## src/rtl/bus_invert_decoder.sv

```systemverilog
// Bus-invert receiver: restores the data word, flags invert-rule violations, counts switching.
// Latency 1 cycle from in_valid to out_valid/data_out/rule_err and counter update.
// No backpressure: every in_valid beat is consumed; no ready signal exists.
//
// Ports:
//   clk, rst         - rising-edge clock; asynchronous active-high reset
//   in_valid         - bus_in/inv_in carry a beat this cycle
//   bus_in, inv_in   - coded bus lines and the accompanying invert line
//   clr_stats        - synchronous clear of all statistics counters (wins over a beat's increments)
//   out_valid        - data_out/rule_err valid this cycle
//   data_out         - decoded word
//   rule_err         - the beat's invert line disagreed with the invert rule
//   bus_toggles      - saturating count of transitions on the WIDTH+1 coded lines
//   data_toggles     - saturating count of transitions on the decoded word
//   err_count        - saturating count of rule_err beats
//
// Build option: define BIC_DEC_STATS_EN to build the statistics counters. Without it the
// three count outputs are tied to 0 and clr_stats is ignored; decode and rule check are unchanged.
// WIDTH must be even and >= 2.

module bus_invert_decoder #(
    parameter int WIDTH = 8,
    parameter int CNT_W = 16
) (
    input  logic             clk,
    input  logic             rst,
    input  logic             in_valid,
    input  logic [WIDTH-1:0] bus_in,
    input  logic             inv_in,
    input  logic             clr_stats,
    output logic             out_valid,
    output logic [WIDTH-1:0] data_out,
    output logic             rule_err,
    output logic [CNT_W-1:0] bus_toggles,
    output logic [CNT_W-1:0] data_toggles,
    output logic [CNT_W-1:0] err_count
);

    // Wide enough to hold a popcount of WIDTH+1 lines.
    localparam int PC_W = $clog2(WIDTH + 2);
    localparam logic [PC_W-1:0] HALF = PC_W'(WIDTH / 2);

    function automatic logic [PC_W-1:0] popcount_d(input logic [WIDTH-1:0] v);
        logic [PC_W-1:0] c;
        c = '0;
        for (int i = 0; i < WIDTH; i++) begin
            c = c + {{(PC_W-1){1'b0}}, v[i]};
        end
        return c;
    endfunction

    // ------------------------------------------------------------------
    // Decode and rule check
    // ------------------------------------------------------------------
    logic [WIDTH-1:0] prev_dec;
    logic [WIDTH-1:0] dec;
    logic [PC_W-1:0]  hd;
    logic             expect_inv;
    logic             err_nxt;

    assign dec        = inv_in ? ~bus_in : bus_in;
    assign hd         = popcount_d(dec ^ prev_dec);
    // A tie (exactly half the lines) must not be inverted.
    assign expect_inv = (hd > HALF);
    assign err_nxt    = (inv_in != expect_inv);

    // An erroneous beat still advances the history, so one bad beat does not
    // cascade into errors on the following beats.
    always_ff @(posedge clk or posedge rst) begin
        if (rst) begin
            out_valid <= 1'b0;
            data_out  <= '0;
            rule_err  <= 1'b0;
            prev_dec  <= '0;
        end else begin
            out_valid <= in_valid;
            if (in_valid) begin
                data_out <= dec;
                rule_err <= err_nxt;
                prev_dec <= dec;
            end
        end
    end

`ifdef BIC_DEC_STATS_EN
    // ------------------------------------------------------------------
    // Switching statistics
    // ------------------------------------------------------------------
    function automatic logic [PC_W-1:0] popcount_b(input logic [WIDTH:0] v);
        logic [PC_W-1:0] c;
        c = '0;
        for (int i = 0; i <= WIDTH; i++) begin
            c = c + {{(PC_W-1){1'b0}}, v[i]};
        end
        return c;
    endfunction

    // Add one cycle's increment at CNT_W+1 bits; a carry out means the
    // counter would wrap, so clamp to all-ones instead.
    function automatic logic [CNT_W-1:0] sat_add(input logic [CNT_W-1:0] c,
                                                 input logic [PC_W-1:0]  inc);
        logic [CNT_W:0] s;
        s = {1'b0, c} + {{(CNT_W+1-PC_W){1'b0}}, inc};
        return s[CNT_W] ? {CNT_W{1'b1}} : s[CNT_W-1:0];
    endfunction

    logic [WIDTH:0]  prev_bus;
    logic [WIDTH:0]  cur_bus;
    logic [PC_W-1:0] bus_pc;

    assign cur_bus = {inv_in, bus_in};
    assign bus_pc  = popcount_b(cur_bus ^ prev_bus);

    always_ff @(posedge clk or posedge rst) begin
        if (rst) begin
            prev_bus     <= '0;
            bus_toggles  <= '0;
            data_toggles <= '0;
            err_count    <= '0;
        end else begin
            if (in_valid) begin
                prev_bus <= cur_bus;
            end
            // Clear takes priority over a coincident beat's increments.
            if (clr_stats) begin
                bus_toggles  <= '0;
                data_toggles <= '0;
                err_count    <= '0;
            end else if (in_valid) begin
                bus_toggles  <= sat_add(bus_toggles, bus_pc);
                data_toggles <= sat_add(data_toggles, hd);
                err_count    <= sat_add(err_count, {{(PC_W-1){1'b0}}, err_nxt});
            end
        end
    end
`else
    assign bus_toggles  = '0;
    assign data_toggles = '0;
    assign err_count    = '0;

    // clr_stats has no function without the counters.
    logic unused_clr_stats;
    assign unused_clr_stats = clr_stats;
`endif

endmodule

```

## config.mk

```make
export PLATFORM = sky130hd
export DESIGN_NAME = bus_invert_decoder
export DESIGN_NICKNAME = d
export VERILOG_FILES = /design/src/rtl/bus_invert_decoder.sv
export SDC_FILE = /design/constraint.sdc
export NUM_CORES = 1
export LEC_CHECK = 0
export CAP_MARGIN = 40
export CORE_ASPECT_RATIO = 0.75
export CORE_MARGIN = 4
export CORE_UTILIZATION = 39
export CTS_CLUSTER_DIAMETER = 30
export CTS_CLUSTER_SIZE = 14
export DETAILED_ROUTE_END_ITERATION = 12
export GPL_TIMING_DRIVEN = 0
export MAX_ROUTING_LAYER = met4
export PLACE_DENSITY = 0.84
export SLEW_MARGIN = 20
export SYNTH_ARGS = -nofsm -noshare
export SYNTH_HDL_FRONTEND = slang
export SYNTH_SLANG_ARGS = --single-unit
```

## constraint.sdc

```tcl
create_clock -name clk -period 7.8 [get_ports clk]
set_input_delay 0.78 -clock clk [delete_from_list [all_inputs] [get_ports clk]]
set_output_delay 0.78 -clock clk [all_outputs]
set_load 0.01 [all_outputs]
```

# [Word level (Yosys, flattened, before mapping)]
# Index checks and enable logic that the tools add are counted.
[totals] regBits=10 input_bits=13 output_inout_bits=58 word_cells=15
[op_classes] add_sub_neg=7 n_lt_le_gt_ge=1 n_eq_ne=1 muxes=1 bitwise_logic=2
[ops] cell="adder 4 x 1 -> 4 bit" n=4
[ops] cell="two-way mux 8 bit" n=1
[ops] cell="NOT 8 bit" n=1
[ops] cell="bitwise XOR 8 bit" n=1
[ops] cell="adder 3 x 1 -> 4 bit" n=1
[ops] cell="greater-than comparator 4 x 3 -> 1 bit (second input constant)" n=1
[ops] cell="adder 2 x 1 -> 3 bit" n=1
[ops] cell="adder 1 x 1 -> 2 bit" n=1
[ops] cell="!= test 1 bit" n=1

# [Logic depth before layout (Yosys ltp)]
# Gate-level depths: netlist of run 1.
[logic_depth] word_depth=12 mapped_depth=14

# [Least setup slack after synthesis of run 1]
# No wires, ideal clock.
[synth_timing] path_type="input to register" from="input port inv_in" to="register rule_err" setup_ns=0.069 arrival_time_ns=4.164 path_slack_ns=3.567 stages=14 path_buffers=1 path_cell_list="buf_6 > xnor2_1 > xor2_1 > fa_1 > inv_1 > fa_1 > inv_1 > fa_1 > inv_1 > ha_1 > fa_1 > or2_1 > a221o_1 > nand3_1"
[synth_via] elab_chain_cells=11
[synth_rtl] item="start: declaration" line="29" text="input logic inv_in,"
[synth_rtl] item="two-way mux 8 bit" line="61" text="assign dec = inv_in ? ~bus_in : bus_in;"
[synth_rtl] item="bitwise XOR 8 bit" line="62" text="assign hd = popcount_d(dec ^ prev_dec);"
[synth_rtl] item="adder 1 x 1 -> 2 bit" line="47" text="c = c + {{(PC_W-1){1'b0}}, v[i]};"
[synth_rtl] item="adder 2 x 1 -> 3 bit" line="47"
[synth_rtl] item="adder 3 x 1 -> 4 bit" line="47"
[synth_rtl] item="adder 4 x 1 -> 4 bit (4 in series)" line="47"
[synth_rtl] item="greater-than comparator 4 x 3 -> 1 bit" line="64" text="assign expect_inv = (hd > HALF);"
[synth_rtl] item="!= test 1 bit *" line="65" text="assign err_nxt = (inv_in != expect_inv);"
[synth_rtl] item="end signal: assignment" line="79" text="rule_err <= err_nxt;"
[synth_rtl] item="end: declaration" line="33" text="output logic rule_err,"
# Every way passes the cells marked *; elsewhere a longest branch is shown, timed or not.
# A chain may end at the register's enable or synchronous reset.

# [Worst setup path in the final report of run 1]
[layout_timing] from="input port bus_in[0]" to="register rule_err"
[layout_via] elab_chain_cells=12
[layout_rtl] item="start: declaration" line="28" text="input logic [WIDTH-1:0] bus_in,"
[layout_rtl] item="NOT 8 bit" line="61"
[layout_rtl] item="two-way mux 8 bit *" line="61"
[layout_rtl] item="bitwise XOR 8 bit *" line="62"
[layout_rtl] item="adder 1 x 1 -> 2 bit *" line="47"
[layout_rtl] item="adder 2 x 1 -> 3 bit *" line="47"
[layout_rtl] item="adder 3 x 1 -> 4 bit *" line="47"
[layout_rtl] item="adder 4 x 1 -> 4 bit * (4 in series)" line="47"
[layout_rtl] item="greater-than comparator 4 x 3 -> 1 bit *" line="64"
[layout_rtl] item="!= test 1 bit *" line="65"
# Marked as above.

==> impl_results.md, run 1 <==
- Status: finished, final reports clean
- Number of global-route vias before repair: around 640
- R2R depth: 12
- Power, Total: 300 uW
- Max-slew violations: 0
- Met1 Use GR: 13.3%
- CP most frequent cell: fa_1
- EDFF count, synth: 0
- WL/cell: just under 9 um
- GR Util met2: between 15 and 20%
- Postcts setup bufs: 0
- Resized Gates After CTS: 0
- IO buf count: 20
- Initial antenna violation count: 0
- Final min period: 4.38 ns
- Post-synth top area share: between 30% and 40%
- DR DRC count: 0
- Count of distinct cell types in the synthesized netlist: 20
- Synthesized area: about 1100 um2
- Clk_skew: approximately 0.0035 ns
- Hold Buf Count CTS: 0
- CP max-delay cell: fa_1
- Latest clock arrival within the worst-skew pair: 0.27 ns
- Worst path arrival time: ~4.6 ns
- WS Path Type: primary input to flop
- Fin crit share: 56.1%
- I/O Pins: 71
- Clock Tree Buf Depth: 2
- Hold Crit Depth: 2
- Total number of vias: approximately 780
- Global-route wire length before repair: approximately 2800 um
- Clk sinks: 10
- Max FO, Critical Path: 2
- Worst Hold End: rule_err
- Total global routing overflow: 0
- Ys async rst share: 100%
- Critical Path Stages: 14
- Most area-hungry cell type in the Yosys netlist: buf_4
- Final worst slack: ~3.4 ns
- Hold_sp: rule_err
- Synth warn: 0
- Num CTS Buffers: 3
- Fill cell count: 242
- Die X: between 60 and 70 um
- Worst hold path class: flop to flop
- Crit-path leading delay family: adder cells
- Critical Path Sink Type: flop
- Initial core utilization: about two fifths
- Critical Path Start Type: primary input
- Total wire length: roughly 2000 um
- Clock H-tree levels: 1
- Synthesized flop and latch total: 10
- Die Area: approximately 3600 um2
- Final hold vios: 0
- Initial DRC count: 6
- Maxcap violations: 0
- Maximum vdd drop: ~0.15 mV
- Rows: 16
- RSZ-0062 raised after global routing: no
- Met3 GRT Util: 4.03%
- Synthesized area per cell: between 8 and 9 um2
- Post-synth top flop: dfrtp_1
- Setup TNS: 0 ns
- WP buf/inv: 4
- First-pass DRT Iterations: 4
- Root Driver: clkbuf_4
- Die Y: approximately 53 um
- Hpwl dp: ~1700 um
- Seq/Total Area, Yosys: 23.6%
- CP max stage delay: between 0.5 and 0.6 ns
- Pwr dens: ~200 nW/um2
- Leak Pwr: approximately 0.84 nW
- FMAX: ~0.23 GHz
- R2r endpoint: rule_err
- Clock slew at reported path FFs: roughly 0.070 ns
- Launching point of the worst reg2reg path: prev_dec[0]
- Worst endpoint required time: approximately 8 ns
- Cell with the most instances after synthesis: buf_4
- GP Congestion: about 0.81
- GRT Total Usage: 11.0%
- Most instantiated cells after synthesis: 48 x buf_4, 11 x xnor2_1, 10 x dfrtp_1, 10 x nor2_1
- Final setup fails: 0
- Area growth from synthesis to layout: 43.2%
- R2R setup slack: between 4 and 5 ns
- Final net count: 210
- DP Worst Slack: approximately 3.1 ns
- Post-DRT Antenna Nets: 0
- Antenna diodes: 0
- CTS tree: yes
- Avg Vias per Cell: roughly 3.5
- Synth area leaders: buf_4 34%, dfrtp_1 24%, xnor2_1 9.1%
- Core area: about 2600 um2
- Worst-path cell chain: clkdlybuf4s50_1 -> xnor2_1 -> xor2_1 -> fa_1 -> inv_1 -> fa_1 -> inv_1 -> fa_1 -> inv_1 -> ha_1 -> fa_1 -> or2_1 -> a221o_1 -> nand3_1
- Layout cells sized above 1: between 20% and 30%
- Pin count of the biggest net entering global routing: 11
- GRT Max-Usage Layer: met2
- Syn Inst Count: ~120
## cell families after synthesis
logic type | after synthesis | synth area share (%)
DFF | 10 | 23.6
adders and majority gates | 7 | 11.1
AOI/OAI and AO/OA | 10 | 5.78
other | 1 | 0.353
and+or+nand+nor | 15 | 6.01
xor gates and xnor gates | 17 | 14.7
buffers and inverters | 58 | 38.4
## worst register-to-register path, stage by stage (launching register included)
cell	delay, ns
dfrtp_1	0.40
xor2_1	0.19
fa_1	0.54
inv_1	0.05
fa_1	0.53
inv_1	0.06
fa_1	0.50
inv_1	0.04
ha_1	0.22
fa_1	0.44
or2_1	0.26
a221o_1	0.32
nand3_1	0.07
## sequential cells by signal (all words and copies together) (netlist names)
signal     count
prev_dec       8
out_valid      1
rule_err       1
## metal layers
| metal | vias to the layer above | wire length (um) |
|---|---|---|
| li1 | 412 | - |
| met1 | 338 | 737 |
| met2 | 30 | 1040 |
| met3 | 3 | 168 |
| met4 | 0 | 13 |
| met5 | - | 0 |
## layout make-up
| class | count | area [um2] | share of cell area (%) |
|---|---|---|---|
| buffer | 51 | 382 | 25.1 |
| tap | 36 | 45.0 | 2.97 |
| timing repair buffer | 20 | 200 | 13.2 |
| sequential | 10 | 250 | 16.5 |
| inverter | 7 | 26.3 | 1.73 |
| multi-input combinational | 97 | 579 | 38.1 |
| clock buffer | 4 | 36.3 | 2.39 |
## cells in the final DEF, fill, tap and decap left out
master,n
buf_4,48
conb_1,48
clkdlybuf4s50_1,20
xnor2_1,11
nor2_1,10
dfrtp_1,10
a21oi_1,7
inv_1,7
xor2_1,5
fa_1,4
ha_1,3
clkbuf_4,3
buf_2,2
nand3_1,2
buf_6,1
xor2_2,1
or2_1,1
a21o_1,1
nand2_1,1
a221o_1,1
nor2b_1,1
a32oi_1,1
clkbuf_8,1
## metrics by stage
step                cells  utilization, %  area (um2)  hold WS [ns]
floorplan             165               -        1240         0.531
global placement      221            57.0        1480         0.499
detailed placement    221            57.0        1480         0.510
CTS                   225            58.4        1520         0.526
global route          225            58.4        1520         0.571
finish                225            58.4        1520         0.522
## worst max path at each step
stage	startpoint	end	slack (ns)
after floorplan	inv_in	rule_err	3.57
after detailed placement	bus_in[0]	rule_err	3.13
after CTS	bus_in[0]	rule_err	3.41
after global routing	bus_in[0]	rule_err	3.29
final	bus_in[0]	rule_err	3.42
after global placement	bus_in[0]	rule_err	3.20
## power breakdown
part / switching, mW / internal [mW]
Sequential: 0.00631 / 0.0601
Combinational: 0.0940 / 0.0914
Clock: 0.0199 / 0.0284
Note: power is estimated with default switching activity, not from simulation.
==> inputs of run 2 (changes only) <==
Settings changed: CORE_UTILIZATION 39 to 32, PLACE_DENSITY 0.84 to 0.73.
Clock period 7.8 ns to 4.01 ns, I/O delays scaled along.
==> impl_results.md, run 2 (synthesized netlist as in run 1, its figures left out) <==
- Initial DRC count: 18 (was 6)
- Clk sinks: 10 (unchanged)
- Root Driver: clkbuf_8 (was clkbuf_4)
- R2R depth: 12 (unchanged)
- FMAX: about 0.27 GHz
- Register area: 250 um2 (unchanged)
- R2R setup slack: 0.41 ns (was 4.12 ns)
- Core area: 3060 um2 (was 2600 um2)
- Worst hold path class: primary input to asynchronous set/reset pin (was flop to flop)
- Final hold vios: 0 (unchanged)
- Rows: 17 (was 16)
- Final worst slack: 0.352 ns (was 3.42 ns)
- Post-route insts no fill: 227 (was 225)
- Placed cells: 223 (was 221)
- Status: finished, final reports clean (unchanged)
- GP Congestion: 0.780 (was 0.808)
- Max reg flops: 8 (unchanged)
- Maxcap violations: 0 (unchanged)
- Total number of vias: 762 (was 783)
- R2r endpoint: rule_err (unchanged)
- Clock H-tree levels: 1 (unchanged)
- Critical Path Start Type: primary input (unchanged)
- I/O Pins: 71 (unchanged)
- Latest clock arrival within the worst-skew pair: 0.24 ns (was 0.27 ns)
- Setup TNS: 0 ns (unchanged)
- Biggest regs: prev_dec (8), out_valid (1), rule_err (1) (unchanged)
- Met3 GRT Util: 4.16% (was 4.03%)
- RSZ-0062 raised after global routing: no (unchanged)
- Die Y: 57.9 um (was 53.2 um)
- Pin count of the biggest net entering global routing: 11 (unchanged)
- Post-route cell area: 1570 um2 (was 1520 um2)
- GRT Total Usage: 9.40% (was 11.0%)
- Pwr dens: 399 nW/um2 (was 198 nW/um2)
- Power, Total: 627 uW (was 300 uW)
- Clk_skew: 0.00158 ns (was 0.00345 ns)
- Initial core utilization: 34.6% (was 40.8%)
- Num CTS Buffers: 3 (unchanged)
- Worst path arrival time: 3.83 ns (was 4.59 ns)
- Die Area: 4310 um2 (was 3630 um2)
- Worst endpoint required time: 4.18 ns (was 8.01 ns)
- Global-route wire length before repair: 3050 um (was 2840 um)
- GR Util met2: 14.4% (was 17.6%)
- Leak Pwr: 0.887 nW (was 0.837 nW)
- Reg with most FFs: prev_dec (unchanged)
- Area of the multi-input gates: 604 um2 (was 579 um2)
- Avg Vias per Cell: 3.36 (was 3.48)
- Critical Path Sink Type: flop (unchanged)
- Fin crit share: between 90% and 100%
- CTS tree: yes (unchanged)
- Post-DRT Antenna Nets: 0 (unchanged)
- Max-slew violations: 0 (unchanged)
- Commonest cells after routing, fill and taps aside: 48 x buf_4, 48 x conb_1, 17 x clkdlybuf4s50_1, 10 x nor2_1, 10 x dfrtp_1 (was 48 x buf_4, 48 x conb_1, 20 x clkdlybuf4s50_1, 11 x xnor2_1)
- Final min period: 3.66 ns
- Clock Tree Buf Depth: 2 (unchanged)
- First-pass DRT Iterations: 4 (unchanged)
- GRT Max-Usage Layer: met2 (unchanged)
- Layout cells sized above 1: 31.7% (was 29.6%)
- Final net count: 210 (unchanged)
- Launching point of the worst reg2reg path: prev_dec[0] (unchanged)
- Area growth from synthesis to layout: 48.2% (was 43.2%)
- DR DRC count: 0 (unchanged)
- Total wire length: 1980 um (was 1960 um)
- Max FO, Critical Path: 10 (was 2)
- Total global routing overflow: 0 (unchanged)
- WS Path Type: primary input to flop (unchanged)
- Postcts setup bufs: 0 (unchanged)
- Hpwl dp: 1680 um (was 1730 um)
- Final setup fails: 0 (unchanged)
- Antenna diodes: 0 (unchanged)
- Clock slew at reported path FFs: 0.05 ns (was 0.07 ns)
- Die X: 74.5 um (was 68.2 um)
- IO buf count: 20 (unchanged)
- Number of global-route vias before repair: 679 (was 637)
- DP Worst Slack: -0.243 ns (was 3.13 ns)
- Initial antenna violation count: 0 (unchanged)
- Placed inst area: 1490 um2 (was 1480 um2)
- WL/cell: 8.71 um (about the same)
- Fill cell count: 292 (was 242)
- Maximum vdd drop: 0.252 mV (was 0.149 mV)
- Met1 Use GR: 11.9% (was 13.3%)
==> run 2: cell types whose count changed in the layout (fill, tap and decap cells not counted), moves of 3 or more <==
cell             delta
clkdlybuf4s50_1     -3
dlymetal6s2s_1      +3
xnor2_1             -3
clkbuf_8            +3
xnor2_2             +3
clkbuf_4            -3
==> run 2: power breakdown <==
part | total, mW | internal (mW) | switching (mW) | leakage, nW
clock | 0.127 | 0.0864 | 0.0409 | 0.0288
sequential | 0.130 | 0.117 | 0.0130 | 0.113
combinational | 0.369 | 0.185 | 0.185 | 0.746
==> run 2: cell type report <==
type	instances	area share, %
plain buffers	51	24.3
clock buffers	4	3.50
inverters	7	1.67
multi-input cells	97	38.4
flip-flops and latches	10	15.9
well taps	38	3.02
repair buffers	20	13.2
==> run 2: timing repair <==
item | in CTS | in global routing
endpoints found under the hold margin | 0 | 0
hold buffers | 0 | 0
endpoints found under the setup margin | 1 | 1
pin swaps | 0 | 1
gates resized for setup | 1 | 6
==> run 2: metal layers <==
layer	share of wire [%]	vias up
li1	-	406
met1	39	315
met2	48	39
met3	13	2
met4	0.30	0
met5	0	-
==> run 2: worst max path at each step <==
stage	startpoint	endpoint	slack, ns	cells past startpoint
after CTS	bus_in[0]	rule_err	0.00003	14
after global placement	bus_in[0]	rule_err	-0.23	14
after floorplan	inv_in	rule_err	0.16	14
after global routing	inv_in	rule_err	0.18	14
final	inv_in	rule_err	0.35	14
after detailed placement	bus_in[0]	rule_err	-0.24	14
==> run 2: worst max-delay path, cell delays in order <==
cell and delay [ns]:
buf_6 0.15, xnor2_2 0.16, xor2_1 0.17, fa_1 0.53
inv_1 0.05, fa_1 0.55, inv_1 0.06, fa_1 0.50
inv_1 0.04, ha_2 0.19, fa_1 0.43, or2_1 0.23
a221o_1 0.31, nand3_1 0.06
==> run 2: per-stage QoR <==
step	utilization (%)	hold slack [ns]
global route	51.3	0.492
finish	51.3	0.459
detailed placement	48.5	0.502
CTS	50.5	0.474
global placement	48.5	0.507
floorplan	-	0.241
==> inputs of run 3 (changes only) <==
Settings changed: CORE_UTILIZATION 32 to 33, CTS_BUF_LIST from default to sky130_fd_sc_hd__clkbuf_4, PLACE_DENSITY 0.73 to 0.75.
==> impl_results.md, run 3 (synthesized netlist as in run 1, its figures left out) <==
- Area growth from synthesis to layout: 45.3% (was 48.2%)
- Placed inst area: 1490 um2 (unchanged)
- Maxcap violations: 0 (unchanged)
- First-pass DRT Iterations: 4 (unchanged)
- CTS tree: yes (unchanged)
- Latest clock arrival within the worst-skew pair: 0.27 ns (was 0.24 ns)
- Initial DRC count: 15 (was 18)
- Critical Path Sink Type: flop (unchanged)
- Global-route wire length before repair: 3060 um (was 3050 um)
- RSZ-0062 raised after global routing: no (unchanged)
- Rows: 17 (unchanged)
- Reg with most FFs: prev_dec (unchanged)
- Crit-path leading delay family: adder cells (unchanged)
- Hold Buf Count CTS: 0 (unchanged)
- WL/cell: 8.66 um (was 8.71 um)
- Clock Tree Buf Depth: 2 (unchanged)
- Pwr dens: 373 nW/um2 (was 399 nW/um2)
- Pin count of the biggest net entering global routing: 11 (unchanged)
- Initial antenna violation count: 0 (unchanged)
- Register area: 250 um2 (unchanged)
- R2r endpoint: rule_err (unchanged)
- Hpwl dp: 1700 um (was 1680 um)
- Total global routing overflow: 0 (unchanged)
- WP buf/inv: 4 (unchanged)
- FMAX: 0.260 GHz (was 0.273 GHz)
- Max-slew violations: 0 (unchanged)
- Final min period: 3.85 ns (was 3.66 ns)
- Post-DRT Antenna Nets: 0 (unchanged)
- GP Congestion: 0.861 (was 0.780)
- Status: finished, final reports clean (unchanged)
- Total number of vias: 770 (was 762)
- Die X: 73.5 um (was 74.5 um)
- CP max stage delay: 0.52 ns (was 0.55 ns)
- Max FO, Critical Path: 2 (was 10)
- Total wire length: 1970 um (was 1980 um)
- I/O Pins: 71 (unchanged)
- Clock H-tree levels: 1 (unchanged)
- GRT Total Usage: 9.70% (was 9.40%)
- Critical Path Start Type: primary input (unchanged)
- IO buf count: 20 (unchanged)
- Launching point of the worst reg2reg path: prev_dec[0] (unchanged)
- R2R setup slack: 0.39 ns (was 0.41 ns)
- Root Driver: clkbuf_4 (was clkbuf_8)
- Leak Pwr: 0.865 nW (was 0.887 nW)
- Fill cell count: 284 (was 292)
- Post-route cell area: 1540 um2 (was 1570 um2)
- Initial core utilization: 35.1% (was 34.6%)
- CP max-delay cell: fa_1 (unchanged)
- Die Y: 57.1 um (was 57.9 um)
- R2R depth: 12 (unchanged)
- Worst hold path class: primary input to asynchronous set/reset pin (unchanged)
- Die Area: 4200 um2 (was 4310 um2)
- Clk sinks: 10 (unchanged)
- Worst-path cell chain: clkdlybuf4s50_1 -> xnor2_2 -> xor2_1 -> fa_1 -> inv_1 -> fa_1 -> inv_1 -> fa_1 -> inv_1 -> ha_2 -> fa_1 -> or2_1 -> a221o_1 -> nand3_1 (was buf_6 -> xnor2_2 -> xor2_1 -> fa_1 -> inv_1 -> fa_1 -> inv_1 -> fa_1 -> inv_1 -> ha_2 -> fa_1 -> or2_1 -> a221o_1 -> nand3_1)
- Final hold vios: 0 (unchanged)
- Num CTS Buffers: 3 (unchanged)
- CP most frequent cell: fa_1 (unchanged)
- WS Path Type: primary input to flop (unchanged)
- DR DRC count: 0 (unchanged)
- Antenna diodes: 0 (unchanged)
- Fin crit share: 95.9% (was 91.2%)
- Final setup fails: 0 (unchanged)
- Area of the multi-input gates: 604 um2 (unchanged)
- Max reg flops: 8 (unchanged)
- Core area: 3020 um2 (was 3060 um2)
- Layout cells sized above 1: 31.2% (was 31.7%)
- Post-route core utilization: 51.0% (was 51.3%)
- Clock slew at reported path FFs: 0.07 ns (was 0.05 ns)
- Worst path arrival time: 4.06 ns (was 3.83 ns)
- Worst endpoint required time: 4.22 ns (was 4.18 ns)
- Setup TNS: 0 ns (unchanged)
- Biggest regs: prev_dec (8), out_valid (1), rule_err (1) (unchanged)
- Clk_skew: 0.00520 ns (was 0.00158 ns)
- Avg Vias per Cell: 3.39 (was 3.36)
- Maximum vdd drop: 0.202 mV (was 0.252 mV)
- Final net count: 210 (unchanged)
- Number of global-route vias before repair: 676 (was 679)
- Commonest cells after routing, fill and taps aside: 48 x buf_4, 48 x conb_1, 18 x clkdlybuf4s50_1, 10 x nor2_1, 10 x dfrtp_1 (was 48 x buf_4, 48 x conb_1, 17 x clkdlybuf4s50_1, 10 x nor2_1, 10 x dfrtp_1)
## run 3: area by class of cell
type / count / area share [%]
Timing Repair Buffer: 20 / 13.3
Clock buffer: 3 / 1.46
Inverter: 7 / 1.70
Clock inverter: 1 / 0.244
Multi-Input combinational cell: 97 / 39.2
Sequential cell: 10 / 16.2
Tap cell: 38 / 3.08
Buffer: 51 / 24.8
## run 3: worst max-delay path by stage
stage               startpoint        to  slack [ns]  cells after the start
floorplan               inv_in  rule_err        0.16                     14
detailed placement   bus_in[0]  rule_err       -0.26                     14
global route         bus_in[3]  rule_err        0.03                     14
finish               bus_in[3]  rule_err        0.16                     14
global placement     bus_in[0]  rule_err       -0.24                     14
CTS                  bus_in[0]  rule_err        0.01                     14
## run 3: per-layer routing
layer	GRT usage, %	part of all wire, %
met1	11.1	39
met2	15.0	51
met3	3.87	8.7
met4	3.88	1.4
met5	-	0
## run 3: worst reg2reg max path, stage by stage (launching register included)
cell and delay [ns]:
dfrtp_1 0.40, xor2_1 0.19, fa_1 0.54, inv_1 0.05, fa_1 0.52, inv_1 0.05, fa_1 0.50, inv_1 0.05
ha_2 0.19, fa_1 0.44, or2_1 0.24, a221o_1 0.31, nand3_1 0.06
## run 3: stage by stage
step | std cells | power, mW | hold slack (ns) | setup slack, ns
final | 227 | 0.575 | 0.402 | 0.162
after global routing | 227 | 0.647 | 0.407 | 0.0324
after CTS | 227 | 0.571 | 0.415 | 0.0114
after detailed placement | 223 | 0.494 | 0.505 | -0.260
after global placement | 223 | 0.485 | 0.496 | -0.236
after floorplan | 165 | 0.402 | 0.241 | 0.156
## run 3: report_power, final
group	switching (mW)	total [mW]	internal, mW
registers	0.0124	0.129	0.117
clock network	0.0373	0.0734	0.0361
logic	0.187	0.372	0.185
total	0.237	0.575	0.338
## run 3: what timing repair did
| action | CTS | global route |
|---|---|---|
| buffers inserted | 0 | 0 |
| resized for setup | 0 | 6 |
| setup endpoints to repair | 0 | 1 |
